### config.mk
export PLATFORM = sky130hd
export DESIGN_NAME = mem_access_stage
export DESIGN_NICKNAME = d
export VERILOG_FILES = /design/src/rtl/mem_access_stage.sv
export SDC_FILE = /design/constraint.sdc
export NUM_CORES = 1
export LEC_CHECK = 0
export ABC_AREA = 0
export CAP_MARGIN = 20
export CORE_MARGIN = 2
export CORE_UTILIZATION = 45
export CTS_CLUSTER_SIZE = 40
export DETAILED_ROUTE_END_ITERATION = 8
export PLACE_DENSITY = 0.86
export SLEW_MARGIN = 20
export SYNTH_ARGS = -nofsm -noshare
export SYNTH_HDL_FRONTEND = slang
export SYNTH_SLANG_ARGS = --single-unit
### constraint.sdc
create_clock -name clk -period 3.3 [get_ports clk]
set_input_delay 0.66 -clock clk [delete_from_list [all_inputs] [get_ports clk]]
set_output_delay 0.66 -clock clk [all_outputs]
set_load 0.03 [all_outputs]
### src/rtl/mem_access_stage.sv
// Memory-access stage: req/ack data-memory port, lane steering and load extension.
// Optional macro MEM_SUBWORD_EN enables byte/half accesses; without it every access is a word access.
module mem_access_stage (
    input  logic        clk,
    input  logic        rst,
    input  logic        valid,
    input  logic [31:0] alu_result,
    input  logic [31:0] write_data,
    input  logic [4:0]  write_reg_addr,
    input  logic        reg_write,
    input  logic        mem_reg,
    input  logic        mem_read,
    input  logic        mem_write,
    input  logic [1:0]  mem_size,
    input  logic        mem_unsigned,
    output logic        dmem_req,
    output logic        dmem_we,
    output logic [31:0] dmem_addr,
    output logic [31:0] dmem_wdata,
    output logic [3:0]  dmem_be,
    input  logic        dmem_ack,
    input  logic [31:0] dmem_rdata,
    output logic        stall,
    output logic [31:0] mem_read_data,
    output logic [31:0] alu_result_out,
    output logic [4:0]  write_reg_addr_out,
    output logic        reg_write_out,
    output logic        mem_reg_out,
    output logic        misalign_exc
);

    typedef enum logic [1:0] {IDLE = 2'b00, WAIT = 2'b01, DONE = 2'b10} state_t;

    state_t      state, state_next;
    logic [1:0]  acc_size;
    logic        acc_uns;
    logic        access, misaligned, accept;
    logic [1:0]  lo_q, size_q;
    logic        uns_q, reg_write_q, mem_reg_q;
    logic [31:0] alu_q, rdata_q;
    logic [4:0]  wreg_q;
    logic        stall_c, reg_write_c, mem_reg_c, misalign_c;

`ifdef MEM_SUBWORD_EN
    assign acc_size = mem_size;
    assign acc_uns  = mem_unsigned;
`else
    logic unused_cfg;
    assign acc_size   = 2'b10;
    assign acc_uns    = 1'b0;
    assign unused_cfg = ^{mem_size, mem_unsigned};
`endif

    function automatic logic misaligned_f(input logic [1:0] size, input logic [1:0] lo);
        logic r;
        case (size)
            2'b00:   r = 1'b0;
            2'b01:   r = lo[0];
            default: r = (lo != 2'b00);
        endcase
        return r;
    endfunction

    function automatic logic [3:0] be_f(input logic [1:0] size, input logic [1:0] lo);
        logic [3:0] r;
        case (size)
            2'b00:   r = 4'b0001 << lo;
            2'b01:   r = lo[1] ? 4'b1100 : 4'b0011;
            default: r = 4'b1111;
        endcase
        return r;
    endfunction

    function automatic logic [31:0] wdata_f(input logic [1:0] size, input logic [31:0] d);
        logic [31:0] r;
        case (size)
            2'b00:   r = {4{d[7:0]}};
            2'b01:   r = {2{d[15:0]}};
            default: r = d;
        endcase
        return r;
    endfunction

    function automatic logic [31:0] extract_f(input logic [1:0] size, input logic uns,
                                              input logic [1:0] lo, input logic [31:0] rd);
        logic [7:0]  b;
        logic [15:0] h;
        logic [31:0] r;
        case (lo)
            2'b00:   b = rd[7:0];
            2'b01:   b = rd[15:8];
            2'b10:   b = rd[23:16];
            default: b = rd[31:24];
        endcase
        h = lo[1] ? rd[31:16] : rd[15:0];
        case (size)
            2'b00:   r = {{24{b[7] & ~uns}}, b};
            2'b01:   r = {{16{h[15] & ~uns}}, h};
            default: r = rd;
        endcase
        return r;
    endfunction

    assign access     = valid & (mem_read | mem_write);
    assign misaligned = misaligned_f(acc_size, alu_result[1:0]);
    assign accept     = (state == IDLE) & access & ~misaligned;

    // State register.
    always_ff @(posedge clk) begin
        if (!rst) begin
            state <= IDLE;
        end else begin
            state <= state_next;
        end
    end

    // Next state and output selection; DONE replays the captured copies.
    always_comb begin
        state_next         = state;
        stall_c            = 1'b0;
        reg_write_c        = 1'b0;
        mem_reg_c          = 1'b0;
        misalign_c         = 1'b0;
        mem_read_data      = 32'h0000_0000;
        alu_result_out     = alu_result;
        write_reg_addr_out = write_reg_addr;
        case (state)
            IDLE: begin
                if (!access) begin
                    reg_write_c = valid & reg_write;
                    mem_reg_c   = valid & mem_reg;
                end else if (misaligned) begin
                    misalign_c = 1'b1;
                end else begin
                    state_next = WAIT;
                    stall_c    = 1'b1;
                end
            end
            WAIT: begin
                stall_c    = 1'b1;
                state_next = dmem_ack ? DONE : WAIT;
            end
            DONE: begin
                state_next         = IDLE;
                alu_result_out     = alu_q;
                write_reg_addr_out = wreg_q;
                reg_write_c        = reg_write_q & ~dmem_we;
                mem_reg_c          = mem_reg_q;
                mem_read_data      = rdata_q;
            end
            default: begin
                state_next = IDLE;
            end
        endcase
    end

    assign stall         = rst & stall_c;
    assign reg_write_out = rst & reg_write_c;
    assign mem_reg_out   = rst & mem_reg_c;
    assign misalign_exc  = rst & misalign_c;

    // Request/datapath registers: loaded on accept, load data captured on ack.
    always_ff @(posedge clk) begin
        if (!rst) begin
            dmem_req    <= 1'b0;
            dmem_we     <= 1'b0;
            dmem_addr   <= 32'h0000_0000;
            dmem_wdata  <= 32'h0000_0000;
            dmem_be     <= 4'b0000;
            rdata_q     <= 32'h0000_0000;
            lo_q        <= 2'b00;
            size_q      <= 2'b00;
            uns_q       <= 1'b0;
            alu_q       <= 32'h0000_0000;
            wreg_q      <= 5'd0;
            reg_write_q <= 1'b0;
            mem_reg_q   <= 1'b0;
        end else if (accept) begin
            dmem_req    <= 1'b1;
            dmem_we     <= mem_write;
            dmem_addr   <= {alu_result[31:2], 2'b00};
            dmem_wdata  <= wdata_f(acc_size, write_data);
            dmem_be     <= be_f(acc_size, alu_result[1:0]);
            lo_q        <= alu_result[1:0];
            size_q      <= acc_size;
            uns_q       <= acc_uns;
            alu_q       <= alu_result;
            wreg_q      <= write_reg_addr;
            reg_write_q <= reg_write;
            mem_reg_q   <= mem_reg;
        end else if ((state == WAIT) && dmem_ack) begin
            dmem_req <= 1'b0;
            rdata_q  <= extract_f(size_q, uns_q, lo_q, dmem_rdata);
        end
    end

endmodule

==> impl_metrics.tcl <==
set metrics [dict create \
    synth_xor_area_share_pct 0 \
    numPortBuffers 249 \
    synth_edf_count 0 \
    slowest_stage "clkdlybuf4s50_1" \
    outcome "complete, no violations" \
    ys_async_sr_fraction_pct 0 \
    fp.dieW_um 115 \
    final_net_count 995 \
    synth_seq_area_share_pct 38.9 \
    final.setup.tns_ns 0 \
    num_rows 40 \
    regArea_um2 2160 \
    fin_crit_ns 3.15 \
    hold_buffers 0 \
    crit_family "buffers and inverters" \
    synth_adder_area_share_pct 0 \
    yosysTopAreaCell "dfxtp_1" \
    pin_count 255 \
    rr_endpoint "rdata_q[23]" \
    drc 0 \
    reg2reg_from "dmem_be[0]" \
    first_pass_iters 5 \
    crit_path_end_kind "primary output" \
    synth_mux_area_share_pct 14.0 \
    num_vias 5249 \
    setup_viol 0 \
    place_hpwl_mm 11.0 \
    clock.fmax_mhz 317 \
    fp.dieArea_um2 13200 \
    grt.total_usage_pct 23.1 \
    die_height_um 115 \
    holdCritPathClass "register to register" \
    initial_utilization_pct 46.2 \
    cts_buffers 9 \
    cts_tree "done" \
    syn-cell-area_um2 5550 \
    synth-simple-area-share_pct 24.8 \
    synth_top_family_by_area "simple AND/OR/NAND/NOR gates" \
    clk_pin_slew_ns 0.07 \
    crit_buf_inv 2 \
    hold_viol_final 0 \
    cp.required_ns 2.64 \
    slew_viol_final 0 \
    leakage_nw 3.10 \
    ys_warn_count 0 \
    slowest_delay_ns 0.74 \
    finalCritPeriodShare_pct 95.6 \
    fill_cells 1011 \
    synth_seq_cells 108 \
    overflow 0 \
    hold_ws_ns 0.460 \
    yosys-top-cells-count "nand2_1 (252), dfxtp_1 (108), mux2i_1 (71), a21oi_1 (51), buf_4 (36)" \
    start_kind "primary input" \
    r2r_setup_slack_ns 1.09 \
    avgSynthCellArea_um2 7.91 \
    synthDistinctLibCells 42 \
    peakVddDrop_uv 226 \
    drt-total-wl_mm 15.8 \
    power_density_nw_per_um2 373 \
    insertion_delay_ns 0.35 \
    drive_gt1_share_pct 4.40 \
    cts_setup_buffers 0 \
    first_global_vias 4883 \
    antenna_found_initial 1 \
    syn_inst 702 \
    ant_nets 0 \
    first_iter_violations 306 \
    synth_top_area_share_pct 38.9 \
    cts.sinks 108 \
    clock_path_buffers 2 \
    worstRegToRegCells 4 \
    hold_depth 2 \
    crit_type "primary input to primary output" \
    wl_per_cell_um 15.2 \
    area_growth_pct 44.0 \
    p_total_w 0.00298 \
    cts_max_level 3 \
    crit_chain "clkdlybuf4s50_1 > nor3b_4 > nor4bb_1 > clkdlybuf4s50_1" \
    worstPathMaxFanout 6 \
    grt_pass1_wl_mm 24.5 \
    skew_ns 0.0107 \
    tightest_slew_ns 0.866 \
    synth_compound_area_share_pct 10.8 \
    synthFlopType "dfxtp_1" \
    cap_violations 0 \
    critPathMostFrequentCell "clkdlybuf4s50_1" \
    grt_max_degree 97 \
    yosysMostFrequentCell "nand2_1" \
    holdPathEnd "dmem_wdata[20]" \
    multi_input_comb_area_um2 2770 \
    postCtsResizedCells 0 \
    ctsRootBufferMaster "clkbuf_16" \
    via_per_inst 5.07 \
    place_congestion 0.820 \
    min-delay-start "dmem_wdata[20]" \
    rsz0062_at_grt "no" \
    arrival_ns 2.49 \
    max_slew_margin_pct 42.3 \
    ys_top_cells_by_area "dfxtp_1 (39%), nand2_1 (17%), mux2i_1 (13%), buf_4 (4.9%), a21oi_1 (4.6%)" \
    core-area_um2 12000 \
]
-- report_power, final --
| part | internal, W | switching [W] | total, W |
|---|---|---|---|
| sequential | 0.00134 | 0.0000224 | 0.00136 |
| clock | 0.000589 | 0.000485 | 0.00107 |
| combinational | 0.000265 | 0.000280 | 0.000545 |
-- stage by stage --
step	utilization, %	worst slack (ns)	instances	area, um2
finish	66.6	0.146	1035	8000
floorplan	-	0.718	703	5560
detailed placement	64.1	0.159	1019	7700
CTS	66.6	0.148	1034	7990
global route	66.6	0.0348	1034	7990
global placement	64.1	0.180	1019	7700
-- worst max-delay path by stage --
| stage | startpoint | end | cells past startpoint |
|---|---|---|---|
| 5_1_grt | valid | misalign_exc | 4 |
| 6_report | valid | misalign_exc | 4 |
| 4_1_cts | valid | misalign_exc | 4 |
| 3_3_place_gp | valid | misalign_exc | 4 |
| 3_5_place_dp | valid | misalign_exc | 4 |
| 2_1_floorplan | rst | misalign_exc | 3 |
-- layout make-up --
type | instances | area share (%)
antenna | 1 | 0.0313
clock buffer | 10 | 2.86
clock inverter | 5 | 0.782
inverter | 2 | 0.0939
multi-input combinational | 502 | 34.6
sequential | 108 | 27.0
tap | 147 | 2.30
timing repair buffer | 260 | 32.3
-- registers in the layout, summed over array words and instances (netlist names), 2 cells and up --
signal / count
dmem_wdata: 32
rdata_q: 32
alu_q: 31
wreg_q: 5
state: 2
-- metal layers --
layer / track usage [%] / routed length, um / up-vias
met5: 0 / 0 / -
met3: 7.12 / 1310 / 29
li1: - / - / 2630
met1: 27.2 / 6450 / 2385
met4: 10.0 / 464 / 0
met2: 38.9 / 7530 / 205
-- cell usage in the layout, fill, tap and decap left out, drive strengths merged, types with 3 or more instances in the layout --
cell type,instances
nor2,6
dfxtp,108
o21ai,31
clkbuf,10
buf,13
mux2,6
inv,3
nor2b,3
a21oi,51
mux2i,71
o221ai,4
nand3b,3
nand3,6
clkdlybuf4s50,247
o22ai,5
nand2,252
a21boi,3
nand2b,4
and2,32
-- kinds of logic (layout without fill, tap and decap cells) --
family / count (synthesis) / in the layout
other cells: 1 / 3
buf+inv: 93 / 277
mux: 77 / 77
compound gates: 104 / 104
simple gates: 319 / 319
flops: 108 / 108
-- tightest hold or removal path, delay by kind of cell (launching register included) --
kind	cells	cell delay, ns
DFF	1	0.31
muxes	1	0.05
and+or+nand+nor	1	0.05
Power figures use the tool's default switching activity.
